**config.mk**
```make
export PLATFORM = sky130hd
export DESIGN_NAME = fifo_write_arbiter_flat
export DESIGN_NICKNAME = d
export VERILOG_FILES = /design/src/rtl/fifo_write_arbiter_if.sv /design/src/rtl/fifo_write_arbiter.sv /design/src/flat_wrapper.sv
export SDC_FILE = /design/constraint.sdc
export NUM_CORES = 1
export LEC_CHECK = 0
export CAP_MARGIN = 40
export CORE_MARGIN = 2
export CORE_UTILIZATION = 23
export CTS_CLUSTER_DIAMETER = 200
export DETAILED_ROUTE_END_ITERATION = 6
export PLACE_DENSITY = 0.66
export SLEW_MARGIN = 40
export SYNTH_ARGS = -nofsm -noshare
export SYNTH_HDL_FRONTEND = slang
export SYNTH_SLANG_ARGS = --single-unit
```
**constraint.sdc**
```tcl
create_clock -name clk -period 2.08 [get_ports clk]
set_clock_uncertainty 0.15 [all_clocks]
set_input_delay 0.416 -clock clk [delete_from_list [all_inputs] [get_ports clk]]
set_output_delay 0.416 -clock clk [all_outputs]
set_load 0.05 [all_outputs]
```
**src/rtl/fifo_write_arbiter_if.sv**
```systemverilog
// Producer and FIFO write-side bundle for fifo_write_arbiter.
// master drives requests and FIFO status; slave is the arbiter.
interface fifo_write_arbiter_if #(
  parameter int NREQ  = 4,
  parameter int DSIZE = 11,
  parameter int IDW   = (NREQ > 1) ? $clog2(NREQ) : 1
);
  logic [NREQ-1:0]       req_valid;
  logic [NREQ*DSIZE-1:0] req_data;
  logic [NREQ-1:0]       req_ready;
  logic                  fifo_enq;
  logic [IDW+DSIZE-1:0]  fifo_data;
  logic                  fifo_full_n;

  modport master (
    output req_valid,
    output req_data,
    output fifo_full_n,
    input  req_ready,
    input  fifo_enq,
    input  fifo_data
  );

  modport slave (
    input  req_valid,
    input  req_data,
    input  fifo_full_n,
    output req_ready,
    output fifo_enq,
    output fifo_data
  );
endinterface

```
**src/rtl/fifo_write_arbiter.sv**
```systemverilog
// Round-robin arbiter sharing one FIFO enqueue port among NREQ
// producers, with bounded bursts and {id, data} tagging.
module fifo_write_arbiter #(
  parameter int NREQ  = 4,
  parameter int DSIZE = 11,
  parameter int BURST = 4,
  localparam int IDW  = (NREQ > 1) ? $clog2(NREQ) : 1
) (
  input  logic             clk,
  input  logic             rst,
  fifo_write_arbiter_if.slave bus,
  output logic [IDW-1:0]   grant_id,
  output logic             grant_active
);

  localparam int CW = $clog2(BURST) + 1;

  localparam logic [0:0] ST_IDLE  = 1'b0;
  localparam logic [0:0] ST_GRANT = 1'b1;

  logic [0:0]       state;
  logic [IDW-1:0]   last;
  logic [CW-1:0]    beat_cnt;

  logic [DSIZE-1:0] data_arr [NREQ];
  logic [IDW-1:0]   pick;
  logic [IDW-1:0]   idx;
  logic             any_valid;
  logic             g_valid;
  logic             in_grant;
  logic             last_beat;
  logic             full_n;

  function automatic logic [IDW-1:0] rr_idx(
    input logic [IDW-1:0] base,
    input int             k
  );
    int s;
    s = (int'(base) + k) % NREQ;
    return s[IDW-1:0];
  endfunction

  genvar gi;
  for (gi = 0; gi < NREQ; gi++) begin : g_unpack
    assign data_arr[gi] = bus.req_data[gi*DSIZE +: DSIZE];
  end

  assign full_n    = bus.fifo_full_n;
  assign g_valid   = bus.req_valid[grant_id];
  assign in_grant  = (state == ST_GRANT) && !rst;
  assign last_beat = (beat_cnt == CW'(BURST - 1));

  // Search for the next valid requester, starting just after `last`.
  always_comb begin
    pick      = '0;
    idx       = '0;
    any_valid = 1'b0;
    for (int k = 1; k <= NREQ; k++) begin
      idx = rr_idx(last, k);
      if (!any_valid && bus.req_valid[idx]) begin
        any_valid = 1'b1;
        pick      = idx;
      end
    end
  end

  // Only the granted requester sees ready, gated by FIFO space.
  always_comb begin
    bus.req_ready = '0;
    if (in_grant && full_n) begin
      bus.req_ready[grant_id] = 1'b1;
    end
  end

  assign bus.fifo_enq  = in_grant && g_valid && full_n;
  assign bus.fifo_data = {grant_id, data_arr[grant_id]};
  assign grant_active  = in_grant;

  // Arbitration state: IDLE picks, GRANT streams up to BURST beats.
  always_ff @(posedge clk) begin
    if (rst) begin
      state    <= ST_IDLE;
      last     <= IDW'(NREQ - 1);
      beat_cnt <= '0;
      grant_id <= '0;
    end else begin
      unique case (state)
        ST_IDLE: begin
          if (any_valid) begin
            grant_id <= pick;
            beat_cnt <= '0;
            state    <= ST_GRANT;
          end
        end
        ST_GRANT: begin
          unique case (1'b1)
            !g_valid: begin
              last     <= grant_id;
              beat_cnt <= '0;
              state    <= ST_IDLE;
            end
            g_valid && full_n && last_beat: begin
              last     <= grant_id;
              beat_cnt <= '0;
              state    <= ST_IDLE;
            end
            g_valid && full_n && !last_beat: begin
              beat_cnt <= beat_cnt + CW'(1);
            end
            default: begin
            end
          endcase
        end
        default: begin
          state <= ST_IDLE;
        end
      endcase
    end
  end

endmodule

```
**src/flat_wrapper.sv**
```systemverilog
// flat-port wrapper written by rule: the top's interface ports become plain ports
module fifo_write_arbiter_flat 
#(
  parameter int NREQ  = 4,
  parameter int DSIZE = 11,
  parameter int BURST = 4,
  localparam int IDW  = (NREQ > 1) ? $clog2(NREQ) : 1
)
  (clk, rst, grant_id, grant_active, bus_req_valid, bus_req_data, bus_fifo_full_n, bus_req_ready, bus_fifo_enq, bus_fifo_data);
  fifo_write_arbiter_if #(.NREQ(NREQ), .DSIZE(DSIZE), .IDW((2))) bus_i ();
  input  logic clk;
  input  logic rst;
  output logic [IDW-1:0] grant_id;
  output logic grant_active;
  input wire logic [$bits(bus_i.req_valid)-1:0] bus_req_valid;
  input wire logic [$bits(bus_i.req_data)-1:0] bus_req_data;
  input wire logic [$bits(bus_i.fifo_full_n)-1:0] bus_fifo_full_n;
  output wire logic [$bits(bus_i.req_ready)-1:0] bus_req_ready;
  output wire logic [$bits(bus_i.fifo_enq)-1:0] bus_fifo_enq;
  output wire logic [$bits(bus_i.fifo_data)-1:0] bus_fifo_data;
  assign bus_i.req_valid = bus_req_valid;
  assign bus_i.req_data = bus_req_data;
  assign bus_i.fifo_full_n = bus_fifo_full_n;
  assign bus_req_ready = bus_i.req_ready;
  assign bus_fifo_enq = bus_i.fifo_enq;
  assign bus_fifo_data = bus_i.fifo_data;
  fifo_write_arbiter #(.NREQ(NREQ), .DSIZE(DSIZE), .BURST(BURST)) u_core (.clk(clk), .rst(rst), .bus(bus_i), .grant_id(grant_id), .grant_active(grant_active));
endmodule
```
======== Yosys cells after proc, flatten, opt, wreduce, memory -nomap -nowiden ========
Cells that the tools add are included.
storage, ports and cells
  bits in registers ....................... 8
  word-level logic and storage cells ...... 72
  bits of input ports ..................... 51
cells by class
  eq/ne operators ......................... 3
  add/subtract/negate cells ............... 5
  bitwise logic cells ..................... 2
  reductions and logical operators ........ 21
  mux-type cells .......................... 30
  order comparisons ....................... 7
operator list
  operator               number
  $bmux W11 S2           1
  $mux W11               2
  $lt A2 B3 Y1 const B   5
  $mux W1                12
  $pmux W3 S2            2
  $logic_and A1 B1 Y1    11
  $bmux W1 S2            5
  $mux W2                4
  $logic_not A1 Y1       6
  $reduce_and A2 Y1      3
  $add A2 B1 Y2 const B  2
  $add A2 B2 Y2 const B  2
  $mux W4                1
  $add A3 B1 Y3 const B  1
  $eq A3 B2 Y1 const B   1
  $ge A3 B3 Y1 const B   1
  $mux W3                1
  $ne A3 B3 Y1 const B   1
  $not A2 Y3             1
  $demux W1 S2           1
  $ge A2 B1 Y1 const B   1
  $ne A2 B1 Y1 const B   1
  $pmux W1 S2            1
  $reduce_or A2 Y1       1
  $not A1 Y1             1

======== Depth between registers and ports, before layout ========
  depth after elaboration ................. 15
  gate-level depth with buffers ........... 6
  depth with buffers taken out ............ 6

======== Least setup slack after synthesis ========
OpenSTA, ideal clock, no wires.
  kind .................................... flip-flop to output port
  start ................................... register u_core.grant_id[1]
  end ..................................... output bus_req_ready[0]
  cell stages (with the launch flop) ...... 4
  arrival ................................. 2.111 ns
  slack ................................... -0.597 ns
  cells stage by stage .................... dfxtp_1 buf_2 clkbuf_1 nor3b_1
between the ends
  longest elaborated chain between the ends .. 5
RTL lines
  item                                                                line                      text
  start, declared                                                     fifo_write_arbiter.sv:12  output logic [IDW-1:0] grant_id,
  start signal, assigned                                              fifo_write_arbiter.sv:90  grant_id <= pick;
  $lt A2 B3 Y1 (implied by the code) or $ge A2 B1 Y1 (tied branches)  fifo_write_arbiter.sv:71  bus.req_ready[grant_id] = 1'b1;
  $logic_and A1 B1 Y1 (implied by the code)                           fifo_write_arbiter.sv:71
  $mux W1 (implied by the code)                                       fifo_write_arbiter.sv:71
  $demux W1 S2 (*)                                                    --
  $mux W4 (*)                                                         fifo_write_arbiter.sv:70  if (in_grant && full_n) begin
  end, declared                                                       flat_wrapper.sv:18        output wire logic [$bits(bus_i.req_ready)-1:0] bus_req_ready;
Mark *: on every way between the ends. The rest lies on a longest branch, timed or not.

======== Final worst setup path ========
  start ................................... input bus_req_data[14]
  end ..................................... output bus_fifo_data[3]
between the ends
  longest elaborated chain between the ends .. 3
RTL lines
  item                                         line                      text
  start, declared                              flat_wrapper.sv:16        input wire logic [$bits(bus_i.req_data)-1:0] bus_req_data;
  $bmux W11 S2                                 fifo_write_arbiter.sv:76  assign bus.fifo_data = {grant_id, data_arr[grant_id]};
  $mux W11 (implied by the code) (2 in a row)  fifo_write_arbiter.sv:76
  end, declared                                flat_wrapper.sv:20        output wire logic [$bits(bus_i.fifo_data)-1:0] bus_fifo_data;
Every way passes these cells. The select of a mux whose other input is x is not followed.

==> results_dict.tcl <==
set metrics [dict create \
    post-route-min-period_ns 2.09 \
    clk_latency_ns 0.26 \
    slew_headroom_pct 81.6 \
    setup_slack_ns -0.00802 \
    worstPathRequired_ns 1.51 \
    rsz0062_at_grt "yes" \
    fin_util_pct 53.1 \
    drt-initial-drc-count 12 \
    postRouteAntennaNets 0 \
    min_path_type "flop to flop" \
    final_area_mm2 0.00181 \
    finalSetupViolCount 1 \
    finalNetCount 218 \
    routed_via_density 4.86 \
    grtUsageTotal_pct 14.8 \
    p_per_area_mw_per_mm2 537 \
    layout_common_cells "clkdlybuf4s50_1 (44), buf_4 (16), buf_6 (13)" \
    worstSetupStartpointType "input pin" \
    core-area_mm2 0.00342 \
    drc 0 \
    pre_cts_ws_ns -0.197 \
    holdWs_ns 0.337 \
    syn_to_final_growth_pct 117 \
    synth_fp_nets 132 \
    ys_types 34 \
    diodes 0 \
    async_reset_ff_share_pct 0 \
    ys_warn_count 0 \
    crit_arrival_ns 1.52 \
    hold_viol 0 \
    port_buffers 71 \
    dieWidth_um 64.3 \
    initial_core_util_pct 24.5 \
    cts_buffers 3 \
    dieArea_mm2 0.00413 \
    drive_gt1_share_pct 39.0 \
    power.leakage_nw 0.757 \
    synth_ff_type "dfxtp_1" \
    yosysSeqAreaShare_pct 19.2 \
    grt_pass1_vias 1077 \
    ir_drop_uv 287 \
    drtPass1Iterations 4 \
    layout_commonest_cell "clkdlybuf4s50_1" \
    worst_pin_slew_ns 0.273 \
    gp_congestion 0.800 \
    grt_max_degree 15 \
    path_clk_slew_ns 0.05 \
    final.period_utilization_pct 100 \
    crit_type "input pin to output port" \
    outcome "finished with violations" \
    gr-total-overflow 0 \
    wl_per_cell_um 14.2 \
    syn-cell-area_um2 836 \
    clk_path_buf_depth 2 \
    cp-end-kind "output port" \
    synth_edf_count 0 \
    ios 72 \
    yosys_register_bits 8 \
    slew_viol_final 0 \
    critPathMaxFanout 1 \
    cts_tree "yes" \
    violations "setup timing" \
    drv_cap 0 \
    rows 21 \
    routed_wl_mm 2.97 \
    place_hpwl_mm 2.42 \
    fmax_mhz 479 \
    cts_sinks 8 \
    num_vias 1020 \
    postSynthCellCount 79 \
    grt_pass1_wl_mm 4.87 \
    root_buffer "clkbuf_4" \
    synth.avg_cell_area_um2 10.6 \
    htree_levels 1 \
    die_h_um 64.3 \
    antenna_found_initial 0 \
    placed_cell_area_mm2 0.00170 \
]
-- kinds of logic after synthesis --
group / share of synthesized area (%)
AND/OR/NAND/NOR: 15.9
AO/OA/AOI/OAI: 14.2
multiplexers: 39.8
buffers and inverters: 7.93
flip-flops: 19.2
adder cells (fa/ha/maj): 2.99
-- cell type report --
cell class / instances / area, um^2
fill: 312 / 1600
timing repair buffer: 87 / 920
sequential: 8 / 168
multi-input combinational: 58 / 617
clock buffer: 4 / 26.3
tap: 46 / 57.6
inverter: 7 / 26.3
-- metrics by stage --
step / setup TNS (ns) / std cells / power [mW]
after floorplan: 0 / 79 / 0.549
after global placement: -0.437 / 201 / 0.777
after detailed placement: -0.844 / 201 / 0.791
after CTS: -0.200 / 210 / 0.978
after global routing: -0.396 / 210 / 1.03
final: -0.00802 / 210 / 0.975
-- flip-flops by register name, indices dropped and copies added (netlist names) --
| signal | flops |
|---|---|
| u_core.beat_cnt | 3 |
| u_core.grant_id | 2 |
| u_core.last | 2 |
| u_core.state | 1 |
-- worst max-delay path, stage by stage --
cell and delay, ns:
clkdlybuf4s50_1 0.40, mux4_1 0.53, buf_6 0.18
-- what timing repair did --
action	4_1_cts	5_1_grt
endpoints found under the setup margin	13	12
pin swaps	1	0
buffers inserted	5	0
resized for setup	24	5
endpoints found under the hold margin	0	0
hold buffers	0	0
-- routing by layer --
metal,vias up,global-route usage (%),wire length (um)
met2,53,28.8,1630
li1,478,-,-
met5,-,0,0
met4,0,6.38,71
met3,6,4.40,267
met1,483,14.2,1010
-- final timing paths --
kind | from | to | slack (ns) | cells after the start
max | bus_req_data[14] | bus_fifo_data[3] | -0.008 | 3
min | u_core.beat_cnt[1] | u_core.beat_cnt[1] | 0.34 | 1
max reg2reg | u_core.grant_id[0] | u_core.beat_cnt[0] | 0.25 | 5
min reg2reg | u_core.beat_cnt[1] | u_core.beat_cnt[1] | 0.34 | 1
-- synth_stat cells (3+ instances only) --
| cell type | n | area [um^2] |
|---|---|---|
| o21ai_0 | 3 | 15.0 |
| inv_1 | 7 | 26.3 |
| o221ai_1 | 3 | 26.3 |
| mux4_2 | 5 | 113 |
| mux4_1 | 7 | 184 |
| nand2_1 | 6 | 22.5 |
| nor2_1 | 7 | 26.3 |
| dfxtp_1 | 8 | 160 |
-- report_power, final --
group	internal, mW	total (mW)	switching (mW)	leakage, nW
Clock	0.0735	0.128	0.0549	0.0150
Sequential	0.168	0.201	0.0330	0.0670
Combinational	0.325	0.645	0.321	0.675
(Power assumes the default switching activity.)
